[config.mk]
export PLATFORM = sky130hd
export DESIGN_NAME = exp_row_ctrl
export DESIGN_NICKNAME = d
export VERILOG_FILES = /design/src/rtl/exp_row_ctrl.sv
export SDC_FILE = /design/constraint.sdc
export NUM_CORES = 1
export LEC_CHECK = 0
export ABC_AREA = 1
export BUFFER_PORTS_ARGS = -buffer_cell sky130_fd_sc_hd__buf_2
export CORE_AREA = 3 3 72 125
export DETAILED_ROUTE_END_ITERATION = 7
export DIE_AREA = 0 0 75 128
export PLACE_DENSITY = 0.92
export SYNTH_ARGS = -nofsm -noshare
export SYNTH_HDL_FRONTEND = slang
export SYNTH_SLANG_ARGS = --single-unit
[constraint.sdc]
create_clock -name I_CLK -period 4.4 [get_ports I_CLK]
set_input_delay 0.44 -clock I_CLK [delete_from_list [all_inputs] [get_ports I_CLK]]
set_output_delay 0.44 -clock I_CLK [all_outputs]
set_load 0.05 [all_outputs]
[src/rtl/exp_row_ctrl.sv]
// -----------------------------------------------------------------------------
// exp_row_ctrl
//
// Purpose:
//   Front half of a numerically safe softmax for one attention-score row. A
//   single shared combinational exp unit is sequenced across the row in two
//   passes over the row buffer:
//     pass 1 : read every element and track the signed maximum;
//     pass 2 : re-read every element, drive (x - max) into the exp unit, write
//              each exp result back to the same address, and accumulate the
//              row sum for the later normalisation stage.
//   Because x - max is never positive, every exp result is at most 1.0.
//
// Ports:
//   I_CLK       clock, rising edge
//   I_RST       asynchronous active-high reset
//   I_START     start-row pulse, accepted only when idle
//   O_BUSY      high from the cycle after accept through the DONE cycle
//   O_DONE      one-cycle pulse when the row is complete
//   O_RD_EN     row buffer read strobe
//   O_RD_ADDR   row buffer read address
//   I_RD_DATA   signed Q3.13 score, valid exactly one cycle after O_RD_EN
//   O_EXP_X     registered signed Q3.13 operand to the exp unit
//   I_EXP_Y     unsigned Q2.13 exp result, combinational from O_EXP_X
//   O_WR_EN     write-back strobe
//   O_WR_ADDR   write-back address
//   O_WR_DATA   exp result written back (zero when O_WR_EN is low)
//   O_MAX       row maximum, held after DONE
//   O_SUM       sum of all written exp results, held after DONE
// -----------------------------------------------------------------------------
`timescale 1ns/1ps

module exp_row_ctrl #(
  parameter int D_W     = 16,
  parameter int ROW_LEN = 16,
  parameter int ADDR_W  = $clog2(ROW_LEN),
  parameter int SUM_W   = D_W + ADDR_W
) (
  input  logic              I_CLK,
  input  logic              I_RST,
  input  logic              I_START,
  output logic              O_BUSY,
  output logic              O_DONE,
  output logic              O_RD_EN,
  output logic [ADDR_W-1:0] O_RD_ADDR,
  input  logic [D_W-1:0]    I_RD_DATA,
  output logic [D_W-1:0]    O_EXP_X,
  input  logic [D_W-1:0]    I_EXP_Y,
  output logic              O_WR_EN,
  output logic [ADDR_W-1:0] O_WR_ADDR,
  output logic [D_W-1:0]    O_WR_DATA,
  output logic [D_W-1:0]    O_MAX,
  output logic [SUM_W-1:0]  O_SUM
);

  typedef enum logic [2:0] {
    S_IDLE,
    S_MAX_RD,
    S_MAX_DRAIN,
    S_EXP_RD,
    S_EXP_DRAIN1,
    S_EXP_DRAIN2,
    S_DONE
  } state_t;

  localparam logic [ADDR_W-1:0] LAST_ADDR = ADDR_W'(ROW_LEN - 1);
  localparam logic [D_W-1:0]    MOST_NEG  = {1'b1, {(D_W-1){1'b0}}};

  // ---------------------------------------------------------------------------
  // State and datapath registers
  // ---------------------------------------------------------------------------
  state_t              state_q,   state_d;
  logic [ADDR_W-1:0]   cnt_q,     cnt_d;      // read address within a pass
  logic                rd_vld_q,  rd_vld_d;   // I_RD_DATA valid this cycle
  logic                rd_p2_q,   rd_p2_d;    // ... and it belongs to pass 2
  logic                first_q,   first_d;    // next pass-1 element is element 0
  logic [D_W-1:0]      max_q,     max_d;
  logic [D_W-1:0]      exp_x_q,   exp_x_d;
  logic                exp_vld_q, exp_vld_d;  // O_EXP_X holds a fresh element
  logic [ADDR_W-1:0]   wr_addr_q, wr_addr_d;
  logic [SUM_W-1:0]    sum_q,     sum_d;

  logic                start_acc;
  logic                rd_en;
  logic signed [D_W:0] diff;
  logic [D_W-1:0]      diff_sat;

  assign start_acc = (state_q == S_IDLE) && I_START;
  assign rd_en     = (state_q == S_MAX_RD) || (state_q == S_EXP_RD);

  // ---------------------------------------------------------------------------
  // Next-state logic
  // ---------------------------------------------------------------------------
  // NOTE: every signal assigned in an always_comb gets a default at the top;
  // a path that leaves one unassigned would infer a latch.
  always_comb begin
    state_d = state_q;
    cnt_d   = cnt_q;
    unique case (state_q)
      S_IDLE: begin
        if (I_START) begin
          state_d = S_MAX_RD;
          cnt_d   = '0;
        end
      end
      S_MAX_RD: begin
        cnt_d = cnt_q + 1'b1;
        if (cnt_q == LAST_ADDR) begin
          state_d = S_MAX_DRAIN;
          cnt_d   = '0;
        end
      end
      S_MAX_DRAIN:  state_d = S_EXP_RD;
      S_EXP_RD: begin
        cnt_d = cnt_q + 1'b1;
        if (cnt_q == LAST_ADDR) begin
          state_d = S_EXP_DRAIN1;
          cnt_d   = '0;
        end
      end
      S_EXP_DRAIN1: state_d = S_EXP_DRAIN2;
      S_EXP_DRAIN2: state_d = S_DONE;
      S_DONE:       state_d = S_IDLE;
      default:      state_d = S_IDLE;
    endcase
  end

  // ---------------------------------------------------------------------------
  // Datapath next values
  // ---------------------------------------------------------------------------
  // diff is formed one bit wider so that (most negative - most positive) is
  // representable before clamping; it can never be positive because max is
  // taken over the same row.
  always_comb begin
    diff = $signed({I_RD_DATA[D_W-1], I_RD_DATA}) - $signed({max_q[D_W-1], max_q});
    if (diff[D_W] && !diff[D_W-1]) begin
      diff_sat = MOST_NEG;
    end else begin
      diff_sat = diff[D_W-1:0];
    end
  end

  always_comb begin
    rd_vld_d  = rd_en;
    rd_p2_d   = (state_q == S_EXP_RD);
    first_d   = first_q;
    max_d     = max_q;
    exp_x_d   = exp_x_q;
    exp_vld_d = rd_vld_q && rd_p2_q;
    wr_addr_d = wr_addr_q;
    sum_d     = sum_q;

    if (start_acc) begin
      first_d   = 1'b1;
      wr_addr_d = '0;
      sum_d     = '0;
    end

    // Pass 1: ties keep the current value; element 0 always overwrites the
    // maximum left over from the previous row.
    if (rd_vld_q && !rd_p2_q) begin
      first_d = 1'b0;
      if (first_q || ($signed(I_RD_DATA) > $signed(max_q))) begin
        max_d = I_RD_DATA;
      end
    end

    // Pass 2, subtract stage.
    if (rd_vld_q && rd_p2_q) begin
      exp_x_d = diff_sat;
    end

    // Pass 2, write stage: I_EXP_Y belongs to the element now in O_EXP_X.
    if (exp_vld_q) begin
      wr_addr_d = wr_addr_q + 1'b1;
      sum_d     = sum_q + SUM_W'(I_EXP_Y);
    end
  end

  // ---------------------------------------------------------------------------
  // Registers
  // ---------------------------------------------------------------------------
  // NOTE: sequential state uses non-blocking assignments only, so every
  // register samples the values from before the edge regardless of order.
  always_ff @(posedge I_CLK or posedge I_RST) begin
    if (I_RST) begin
      state_q   <= S_IDLE;
      cnt_q     <= '0;
      rd_vld_q  <= 1'b0;
      rd_p2_q   <= 1'b0;
      first_q   <= 1'b0;
      max_q     <= '0;
      exp_x_q   <= '0;
      exp_vld_q <= 1'b0;
      wr_addr_q <= '0;
      sum_q     <= '0;
    end else begin
      state_q   <= state_d;
      cnt_q     <= cnt_d;
      rd_vld_q  <= rd_vld_d;
      rd_p2_q   <= rd_p2_d;
      first_q   <= first_d;
      max_q     <= max_d;
      exp_x_q   <= exp_x_d;
      exp_vld_q <= exp_vld_d;
      wr_addr_q <= wr_addr_d;
      sum_q     <= sum_d;
    end
  end

  // ---------------------------------------------------------------------------
  // Outputs
  // ---------------------------------------------------------------------------
  // Addresses and write data are gated so the bus is quiet when not strobed.
  assign O_BUSY    = (state_q != S_IDLE);
  assign O_DONE    = (state_q == S_DONE);
  assign O_RD_EN   = rd_en;
  assign O_RD_ADDR = rd_en ? cnt_q : '0;
  assign O_EXP_X   = exp_x_q;
  assign O_WR_EN   = exp_vld_q;
  assign O_WR_ADDR = exp_vld_q ? wr_addr_q : '0;
  assign O_WR_DATA = exp_vld_q ? I_EXP_Y : '0;
  assign O_MAX     = max_q;
  assign O_SUM     = sum_q;

endmodule

Word-level counts from Yosys, hierarchy flattened
Index checks and enable logic that the tools add are counted.

word-level totals
  output and inout port bits = 80
  logic and storage cells = 59
  input bits = 35
  flip-flop bits (word level) = 67

operators by class
  add/sub/neg operators = 4
  magnitude comparators = 1
  reductions and logical operators = 17
  mux-type cells = 17
  eq/ne operators = 10

operators by type and width
  kind                   count
  $mux W20               2
  $mux W16               2
  $mux W4                6
  $add A20 B16 Y20       1
  $pmux W3 S6            1
  $sub A16 B16 Y17       1
  $gt A16 B16 Y1         1
  $eq A3 B3 Y1 const B   3
  $mux W3                3
  $add A4 B1 Y4 const B  2
  $pmux W4 S2            1
  $eq A3 B2 Y1 const B   2
  $reduce_bool A2 Y1     3
  $eq A4 B4 Y1 const B   1
  $logic_and A1 B1 Y1    4
  $ne A2 B1 Y1 const B   2
  $reduce_and A2 Y1      2
  $eq A3 B1 Y1 const B   1
  $logic_not A3 Y1       1
  $reduce_and A3 Y1      1
  $reduce_bool A3 Y1     1
  $logic_not A1 Y1       2
  $logic_or A1 B1 Y1     2
  $mux W1                2
  2 further kinds        2

Longest topological paths before layout
  word-level depth = 4
  depth in mapped cells = 16
  gate-level depth less buffers = 15

Least setup slack after synthesis
Ideal clock, no wire load.

  path type = register -> output
  start point = reg state_q[0]
  end point = out O_RD_ADDR[0]
  cell stages (with the launch flop) = 5
  path buffers = 0
  data arrival time = 2.178 ns
  slack = 1.782 ns
  data required time = 3.960 ns
  cell sequence = dfrtp_1 -> inv_1 -> nor2_1 -> inv_1 -> nor2_1

on the way
  cells in the longest elaborated chain, start to end = 3
  elaborated cells between the ends (all ways) = 4
  classes of those cells = eq/ne: 2; mux: 1; reduce/logical: 1

RTL lines
  element                                              RTL line  text
  start, declared                                      72        state_t state_q, state_d;
  start signal, assigned                               198       state_q <= state_d;
  $eq A3 B1 Y1 / $eq A3 B2 Y1 (equally long branches)  89        assign rd_en = (state_q == S_MAX_RD) || (state_q == S_EXP_RD);
  $logic_or A1 B1 Y1 *                                 89
  via O_RD_EN                                          44        output logic O_RD_EN,
  $mux W4 *                                            218       assign O_RD_ADDR = rd_en ? cnt_q : '0;
  end, declared                                        45        output logic [ADDR_W-1:0] O_RD_ADDR,

The timed path passes the listed nets; every way through them passes the cells marked *.

Worst setup path in the final report
  start point = reg sum_q[0] (netlist: O_SUM[0])
  end point = reg sum_q[14] (netlist: O_SUM[14])

on the way
  cells in the longest elaborated chain, start to end = 2

RTL lines
  element                 RTL line  text
  start, declared         81        logic [SUM_W-1:0] sum_q, sum_d;
  start signal, assigned  207       sum_q <= sum_d;
  $add A20 B16 Y20        176       sum_d = sum_q + SUM_W'(I_EXP_Y);
  $mux W20                174       if (exp_vld_q) begin

Every way passes these cells.
A chain may end at the register's enable or synchronous reset.

==> metrics.md <==
| Metric | Value |
|---|---|
| Crit path max fanout | `3` |
| Root Driver | `clkbuf_16` |
| Syn-to-layout area delta | `19.5%` |
| Yosys top cell by area | `dfrtp_1` |
| Placed cell count | `894` |
| Initial DRC Count | `259` |
| Vias in the first global route | `5,029` |
| Largest family of logic cells by synthesized area | `simple AND/OR/NAND/NOR gates` |
| CTS tree | `yes` |
| Largest net degree at the start of global routing | `46` |
| Drt wl/cell | `~15 µm` |
| Final Hold Fails | `0` |
| Mapped Area | `between 4000 and 5000 µm²` |
| Slowest stage delay, CP | `about 440 ps` |
| Unique masters post-synth | `40` |
| N_diodes | `0` |
| Post-synth EDFFs | `0` |
| Hold Buf Count CTS | `0` |
| Fillers | `698` |
| Synth area leaders | `dfrtp_1, nand2_1, ha_1, inv_1, nand3_1` |
| Post-route clock period utilization | `0.556` |
| Clock buffer count from CTS | `9` |
| CP Cell Sequence | `ha_1 > inv_1 > fa_1 > nor2_1 > nand2_1 > nand2_1 > inv_1 > o21ai_0 > nand3b_1 > a21oi_1 > o21ai_0` |
| Crit-path slowest cell | `fa_1` |
| Input/output buffers | `~110` |
| Detailed Routing Iterations Pass 1 | `6` |
| Most used DFF post-synth | `dfrtp_1` |
| Final HPWL DP | `10.9 mm` |
| Reg2Reg Launch Point | `O_SUM[0]` |
| Die ar. | `between 9000 and 10,000 µm²` |
| Layout cell share with drive strength beyond 1 | `0.177` |
| Final instance count without filler cells | `about 900` |
| Commonest non-fill, non-tap cells in the layout | `nand2_1, buf_2, inv_1` |
| FF-to-FF setup slack | `1950 ps` |
| Overflow after GRT | `0` |
| DIE WIDTH | `about 75 µm` |
| GRT met1 Usage | `0.297` |
| Multiplexer area fraction after synthesis | `0` |
| Via count | `roughly 5,000` |
| Most common cell after layout, fill and taps aside | `nand2_1` |
| WP data required | `about 4600 ps` |
| Crit start category | `flop` |
| XOR/XNOR Fraction of Synth Area | `0.0165` |
| Final Max Slew Viols | `0` |
| Setup violations, final | `0` |
| Post-synthesis sequential area ratio | `0.351` |
| Unrepaired setup endpoints after global routing | `no` |
| Yosys top cell area share | `0.351` |
| Routability cong. | `roughly 1.1` |
| Clock Tree Buf Depth | `2` |
| Syn Area/Cell | `6.82 µm²` |
| Status | `complete, no violations` |
| Data arrival, critical path | `2670 ps` |
| Skew-Pair Late Insertion Delay | `340 ps` |
| First-pass GRT wire length | `~23 mm` |
| GRT Resource Usage Total | `0.312` |
| Fin nets | `a little under 900` |
| Critical Path Start | `O_SUM[0]` |
| Async S/R FF share, synth | `1.00` |
| Met3 GRT Util | `0.0479` |
| Die height | `~130 µm` |
| H-tree Lvls | `3` |
| Sequential Area | `about 1700 µm²` |
| Post-Synthesis Cells | `700` |
| Site Rows | `43` |
| Max_cap viols | `0` |
| Area of the multi-input gates | `between 2000 and 3000 µm²` |
| Post-Route WL | `approximately 14 mm` |
| CTS sink count | `between 60 and 70` |
| Starting Density | `0.595` |
| Synthesized flop and latch total | `67` |
| Synthesized net count | `~770` |
| Synthesized-area fraction occupied by adder cells | `0.100` |
| Worst Clk Skew | `~8.2 ps` |
| Syn. warnings | `0` |
| Cts repair resizes | `0` |
| WS Path Type | `reg -> reg` |
| Post-route ant nets | `0` |
| Setup bufs post-CTS | `0` |
| Core ar. | `approximately 8000 µm²` |
| Max-slew headroom | `0.371` |
| Met2 Track Usage GR | `0.569` |
| I/O pin cnt | `115` |
| Actual slew at the worst max-slew pin | `roughly 940 ps` |
| Crit end category | `flop` |
| Period minus WS final | `around 2400 ps` |
| Min-delay worst type | `in -> async` |
| GRT Max-Usage Layer | `met2` |
| Synth Area in Compound Gates | `0.112` |
| Setup TNS | `0 ps` |
| Drc violations | `0` |
| Synth Area in Simple Gates | `0.330` |
| Reg clk slew, reported paths | `~60 ps` |
| Vias per cell | `~5.5` |
| Fmax | `roughly 0.41 GHz` |
| Initial antenna violation count | `0` |
==> worst max-delay path, delay by kind of cell (launching register included) <==
kind | cells | cell delay, ps
simple gates | 4 | 500
flops | 1 | 370
compound gates | 3 | 630
buf+inv | 2 | 130
fa+ha+maj | 2 | 690
==> Yosys cell counts (2+ instances only) <==
library cell,count
nand2_1,243
inv_1,96
dfrtp_1,67
nor2_1,63
nand3_1,50
a21oi_1,45
ha_1,35
o21ai_0,35
clkbuf_1,7
nor3_1,6
xnor2_1,6
nand2_2,5
a21o_1,3
nand3b_1,3
xor2_1,3
a22o_1,2
a22oi_1,2
buf_6,2
fa_1,2
nand3_2,2
nor2_2,2
nor4_1,2
o22ai_1,2
==> state kept, by name (all words and copies together) (netlist names) <==
signal / count
rd_vld_q: 1
rd_p2_q: 1
O_EXP_X: 16
O_WR_EN: 1
O_SUM: 20
cnt_q: 4
O_MAX: 16
wr_addr_q: 4
first_q: 1
state_q: 3
==> cell type report <==
type                       count  share of cell area
timing repair buffer         116               0.103
inverter                      97              0.0639
clock buffer                  10              0.0402
clock inverter                 6              0.0116
multi-input combinational    524               0.468
tap                           90              0.0198
sequential                    67               0.294
==> per-stage QoR <==
stage           util  cell area [µm²]  setup slack [ps]  hold slack [ps]
6_report       0.711             5700              1950              128
5_1_grt        0.711             5700              1810              167
4_1_cts        0.711             5700              1960              143
3_5_place_dp   0.674             5400              1820              460
3_3_place_gp   0.674             5400              1800              458
2_1_floorplan      -             4770              1780              469
==> kinds of logic (layout without fill, tap and decap cells) <==
logic type / after synthesis / in the layout
flops: 67 / 67
simple gates: 381 / 381
compound gates: 97 / 97
xor+xnor: 9 / 9
fa+ha+maj: 37 / 37
buf+inv: 109 / 229
==> path summary, 6_finish.rpt <==
check,end,cells after the start
max,O_SUM[14],11
min,wr_addr_q[2],2
max reg2reg,O_SUM[14],11
min reg2reg,O_EXP_X[9],2
max in group asynchronous,O_MAX[4],3
min in group I_CLK,O_MAX[13],3
==> per-layer routing <==
metal	vias to the layer above	wire length, µm
li1	2465	-
met5	-	0
met1	2305	4900
met3	71	660
met2	198	7540
met4	0	1010
Power is not shown: default switching activity piles up to over one toggle a cycle in this logic, so the estimate is an artifact.
